[src/rtl/store_narrow_unit_pkg.sv]
// Shared encodings for the store-path narrower:
// access sizes, fault codes and FSM states.
package store_narrow_unit_pkg;

    localparam logic [1:0] SZ_B = 2'b00;
    localparam logic [1:0] SZ_H = 2'b01;
    localparam logic [1:0] SZ_W = 2'b10;

    localparam logic [1:0] FLT_NONE     = 2'b00;
    localparam logic [1:0] FLT_MISALIGN = 2'b01;
    localparam logic [1:0] FLT_SIZE     = 2'b10;
    localparam logic [1:0] FLT_TIMEOUT  = 2'b11;

    typedef enum logic {
        IDLE = 1'b0,
        REQ  = 1'b1
    } state_e;

endpackage

[src/rtl/store_narrow_unit_lane_align.sv]
// Combinational lane steering: replicates store data onto
// byte lanes, builds byte enables and flags illegal accesses.
module StoreLaneAlign
    import store_narrow_unit_pkg::*;
(
    input  logic [1:0]  size,
    input  logic [1:0]  addr,
    input  logic [31:0] data,
    output logic [31:0] wdata,
    output logic [3:0]  be,
    output logic        misalign,
    output logic        bad_size
);

    // Little-endian lane mapping and alignment check per size
    always_comb begin
        wdata    = '0;
        be       = '0;
        misalign = 1'b0;
        bad_size = 1'b0;
        unique case (size)
            SZ_B: begin
                wdata = {4{data[7:0]}};
                be    = 4'b0001 << addr;
            end
            SZ_H: begin
                wdata    = {2{data[15:0]}};
                be       = addr[1] ? 4'b1100 : 4'b0011;
                misalign = addr[0];
            end
            SZ_W: begin
                wdata    = data;
                be       = 4'b1111;
                misalign = |addr;
            end
            default: begin
                bad_size = 1'b1;
            end
        endcase
    end

endmodule

[src/rtl/store_narrow_unit.sv]
// Store-path narrower: accepts a store, runs a req/ack write
// to data memory with a timeout, reports Done or Fault.
module store_narrow_unit
    import store_narrow_unit_pkg::*;
#(
    parameter int TIMEOUT = 16
) (
    input  logic        clk,
    input  logic        reset,
    input  logic        St_Valid,
    output logic        St_Ready,
    input  logic [1:0]  St_Size,
    input  logic [31:0] St_Addr,
    input  logic [31:0] St_Data,
    output logic        Mem_Req,
    output logic [31:0] Mem_Addr,
    output logic [31:0] Mem_WData,
    output logic [3:0]  Mem_BE,
    input  logic        Mem_Ack,
    output logic        Done,
    output logic        Fault,
    output logic [1:0]  Fault_Code
);

    localparam int CW = $clog2(TIMEOUT + 1);
    localparam logic [CW-1:0] LAST = CW'(TIMEOUT - 1);

    state_e        state;
    logic [CW-1:0] cnt;
    logic [31:0]   lane_wdata;
    logic [3:0]    lane_be;
    logic          misalign;
    logic          bad_size;

    StoreLaneAlign u_align (
        .size     (St_Size),
        .addr     (St_Addr[1:0]),
        .data     (St_Data),
        .wdata    (lane_wdata),
        .be       (lane_be),
        .misalign (misalign),
        .bad_size (bad_size)
    );

    assign St_Ready = (state == IDLE);

    // FSM, timeout counter and registered memory/status outputs
    always_ff @(posedge clk) begin
        if (reset) begin
            state      <= IDLE;
            cnt        <= '0;
            Mem_Req    <= 1'b0;
            Mem_Addr   <= '0;
            Mem_WData  <= '0;
            Mem_BE     <= '0;
            Done       <= 1'b0;
            Fault      <= 1'b0;
            Fault_Code <= FLT_NONE;
        end else begin
            Done       <= 1'b0;
            Fault      <= 1'b0;
            Fault_Code <= FLT_NONE;
            unique case (state)
                IDLE: begin
                    if (St_Valid) begin
                        if (bad_size) begin
                            Fault      <= 1'b1;
                            Fault_Code <= FLT_SIZE;
                        end else if (misalign) begin
                            Fault      <= 1'b1;
                            Fault_Code <= FLT_MISALIGN;
                        end else begin
                            state     <= REQ;
                            cnt       <= '0;
                            Mem_Req   <= 1'b1;
                            Mem_Addr  <= {St_Addr[31:2], 2'b00};
                            Mem_WData <= lane_wdata;
                            Mem_BE    <= lane_be;
                        end
                    end
                end
                REQ: begin
                    // An ack in the final allowed cycle still wins
                    if (Mem_Ack) begin
                        state   <= IDLE;
                        Mem_Req <= 1'b0;
                        Done    <= 1'b1;
                    end else if (cnt == LAST) begin
                        state      <= IDLE;
                        Mem_Req    <= 1'b0;
                        Fault      <= 1'b1;
                        Fault_Code <= FLT_TIMEOUT;
                    end else begin
                        cnt <= cnt + 1'b1;
                    end
                end
                default: begin
                    state <= IDLE;
                end
            endcase
        end
    end

endmodule

[config.mk]
export PLATFORM = sky130hd
export DESIGN_NAME = store_narrow_unit
export DESIGN_NICKNAME = d
export VERILOG_FILES = /design/src/rtl/store_narrow_unit_pkg.sv /design/src/rtl/store_narrow_unit_lane_align.sv /design/src/rtl/store_narrow_unit.sv
export SDC_FILE = /design/constraint.sdc
export NUM_CORES = 1
export LEC_CHECK = 0
export BUFFER_PORTS_ARGS = -buffer_cell sky130_fd_sc_hd__buf_2
export CORE_ASPECT_RATIO = 2
export CORE_MARGIN = 2
export CORE_UTILIZATION = 45
export CTS_BUF_LIST = sky130_fd_sc_hd__clkbuf_8
export DETAILED_ROUTE_END_ITERATION = 10
export HOLD_SLACK_MARGIN = 0.08
export PLACE_DENSITY = 0.84
export SLEW_MARGIN = 20
export SYNTH_ARGS = -nofsm -noshare
export SYNTH_HDL_FRONTEND = slang
export SYNTH_SLANG_ARGS = --single-unit
[constraint.sdc]
create_clock -name clk -period 5.9 [get_ports clk]
set_clock_uncertainty 0.2 [all_clocks]
set_input_delay 0.295 -clock clk [delete_from_list [all_inputs] [get_ports clk]]
set_output_delay 0.295 -clock clk [all_outputs]
set_load 0.03 [all_outputs]
==> out/results.tsv <==
stage	metric	value	unit
run_status	outcome	complete, no violations	
synthesis	cell taking the most area after synthesis	dfxtp_1	
detailed_routing	Final ANT Viol Nets	0	
timing	Final Cycle Share	57.5	%
synthesis	post-synthesis compound-gate area fraction	29.6	%
timing	FMAX	295	MHz
cts	Bufs on Longest Clock Path	2	
cts	post-CTS setup buffer count	0	
pwr	power per cell area	244	nW/um2
floorplanning	Top Ports	144	
timing	Final Hold Vio Count	0	
detailed_routing	DR DRC count	0	
flow_run	max-cap violations	0	
synthesis	Main synth FF type	dfxtp_1	
timing	Fin Setup TNS	0	ns
floorplanning	Initial Util	46.0	%
synthesis	top-area cell type share of the netlist area	42.5	%
synthesis	Post-synth EDFFs	0	
setup_path	Crit Path Class	in2reg	
cts	hold_buf cts	64	
detailed_routing	final WL	12300	um
layout	final core utilization	64.3	%
detailed_routing	DRT Pass-1 Iters	5	
worst_hold_path	Worst Hold Class	in2reg	
pwr	leakage	2.22	nW
cts	CTS tree	yes	
synthesis	Post-Synthesis Cells	410	
synthesis	XOR/XNOR share of the synthesized area	0.241	%
layout	Layout Nets	656	
timing	final hold slack	0.144	ns
grt	initial antenna violation count	0	
timing	# setup viols final	0	
cts	total CTS buffers	9	
synthesis	largest family of logic cells by synthesized area	compound AO/OA/AOI/OAI gates	
setup_path	CP Max Fanout	34	
placed_design	gpl congestion	0.807	
synthesis	ranking of synthesized cells by area	dfxtp_1, a311oi_1, o31ai_1	
grt	pin count of the biggest net entering global routing	67	
floorplanning	Die Width	67.5	um
layout	fillers	662	
floorplanning	CORE AREA	7890	um2
timing	RSZ-0062 raised after global routing	no	
synthesis	synthesized cell area	3630	um2
detailed_routing	Vias	4165	
cts	clk root buf	clkbuf_8	
cts	clk_lat worst skew	0.35	ns
placed_design	final HPWL from detailed placement	7760	um
floorplanning	# rows	46	
synthesis	post-synthesis async set-or-reset flop share	0	%
setup_path	CP Launch Type	input port	
synthesis	Yosys Warn Count	0	
layout	register area	1540	um2
placed_design	number of port buffers	141	
layout	area of the multi-input gates	1830	um2
setup_path	Worst Setup End Kind	register	
synthesis	adder-cell share of the synthesized area	2.07	%
grt	grt total ovfl	0	
cts	CTS H-tree lvls	3	
setup_path	Critical Path RT	5.94	ns
cts	clock-pin transition on the worst setup and hold timing paths	0.07	ns
synthesis	Post-synth top cells	dfxtp_1, a21oi_1, nand4_1, o31ai_1, a31oi_1	
timing	Slew Limit Headroom	28.8	%
grt	total track usage	27.5	%
timing	Max Slew Vio Count	0	
layout	Synth-to-Final Area Change	39.7	%
layout	layout cell share with drive strength beyond 1	28.6	%
cts	TritonCTS Sinks	77	
synthesis	Synth Area in Simple Gates	15.0	%
grt	vias in the first global route	3844	
cts	post-CTS sizing	0	
synthesis	syn avg cell area	8.85	um2
setup_path	Worst Path Arrival	3.43	ns
synthesis	mux contribution to synthesized area	2.79	%
layout	# diodes	0	
detailed_routing	average wire per standard cell	18.1	um
detailed_routing	vias per cell	6.13	
synthesis	sequential fraction of the synthesis area	42.5	%
floorplanning	die height	131	um
timing	Final Critical Period	3.39	ns
detailed_routing	DR iter-0 viols	337	
synthesis	library cells used by synthesis	44	
synthesis	Yosys reg bits	77	
timing	Worst-Margin Slew	1.07	ns
pwr	VDD IR max	0.201	mV
floorplanning	die area	8840	um2
synthesis	most common cell in the netlist	dfxtp_1	
grt	first-pass GRT wire length	18600	um
-- sequential cells by signal, indices dropped and copies added, names as in the netlist --
register,flops
Mem_WData,32
Mem_Addr,30
cnt,5
Mem_BE,4
Fault_Code,2
Done,1
Fault,1
Mem_Req,1
state,1
-- metrics by stage --
stage | cells | total power, W | cell area, um2 | setup slack (ns)
floorplan | 411 | 0.000782 | 3630 | 3.88
global placement | 601 | 0.000864 | 4270 | 2.95
detailed placement | 601 | 0.000871 | 4270 | 2.82
CTS | 680 | 0.00123 | 5070 | 2.68
global route | 680 | 0.00129 | 5070 | 2.41
finish | 680 | 0.00124 | 5070 | 2.51
-- worst max-delay path, cell delays in order --
cell           delay (ns)
buf_2                0.10
inv_1                0.06
ha_1                 0.20
buf_4                0.23
o211a_1              0.57
nor3_4               1.01
a311oi_1             0.27
dlygate4sd3_1        0.66
-- path summary, 6_finish.rpt --
kind	start	endpoint	slack [ns]	cells past startpoint
min	St_Data[26]	Mem_WData[26]	0.14	3
min reg2reg	Mem_WData[3]	Mem_WData[3]	0.27	2
max	St_Size[0]	Mem_WData[22]	2.51	8
max reg2reg	state	Mem_WData[22]	2.76	5
-- power by group --
group / switching [W] / internal (W)
clock network: 0.000178 / 0.000156
logic: 0.000201 / 0.000122
registers: 0.0000229 / 0.000556
total: 0.000403 / 0.000833
-- routing by layer --
layer | wire (um) | GRT usage (%) | vias up | part of all wire (%)
met3 | 927 | 5.22 | 40 | 7.5
met5 | 0 | 0 | - | 0
met2 | 6560 | 49.2 | 244 | 53
met4 | 408 | 12.7 | 0 | 3.3
li1 | - | - | 1920 | -
met1 | 4450 | 30.2 | 1961 | 36
-- cell families after synthesis --
| logic type | after synthesis |
|---|---|
| other | 1 |
| DFF | 77 |
| adders and majority gates | 6 |
| xor gates and xnor gates | 1 |
| AOI/OAI and AO/OA | 161 |
| muxes | 10 |
| and+or+nand+nor | 95 |
| buffers and inverters | 59 |
-- final cells by class --
class                           instances  area share [%]
Clock inverter                          5           0.420
Tap cell                               96            2.37
Timing Repair Buffer                  212            27.6
Multi-Input combinational cell        275            36.1
Clock buffer                           10            2.72
Sequential cell                        77            30.4
Inverter                                5           0.370
-- placed cells by master (no fill, tap or decap), drive strengths merged, types with 2 or more instances in the layout --
| master | count |
|---|---|
| mux2i | 9 |
| a21oi | 38 |
| a211oi | 2 |
| a31o | 2 |
| nand3b | 3 |
| clkinv | 2 |
| buf | 148 |
| conb | 2 |
| or3b | 2 |
| ha | 6 |
| nand4 | 30 |
| o31ai | 30 |
| nand3 | 14 |
| nor3 | 2 |
| and3 | 4 |
| o21ai | 21 |
| a311oi | 27 |
| nor2 | 2 |
| dfxtp | 77 |
| inv | 8 |
| nor3b | 3 |
| a22oi | 8 |
| o211ai | 2 |
| clkbuf | 10 |
| nand2 | 27 |
| a31oi | 28 |
| dlygate4sd3 | 64 |
| nor2b | 2 |
(Power assumes the default switching activity.)
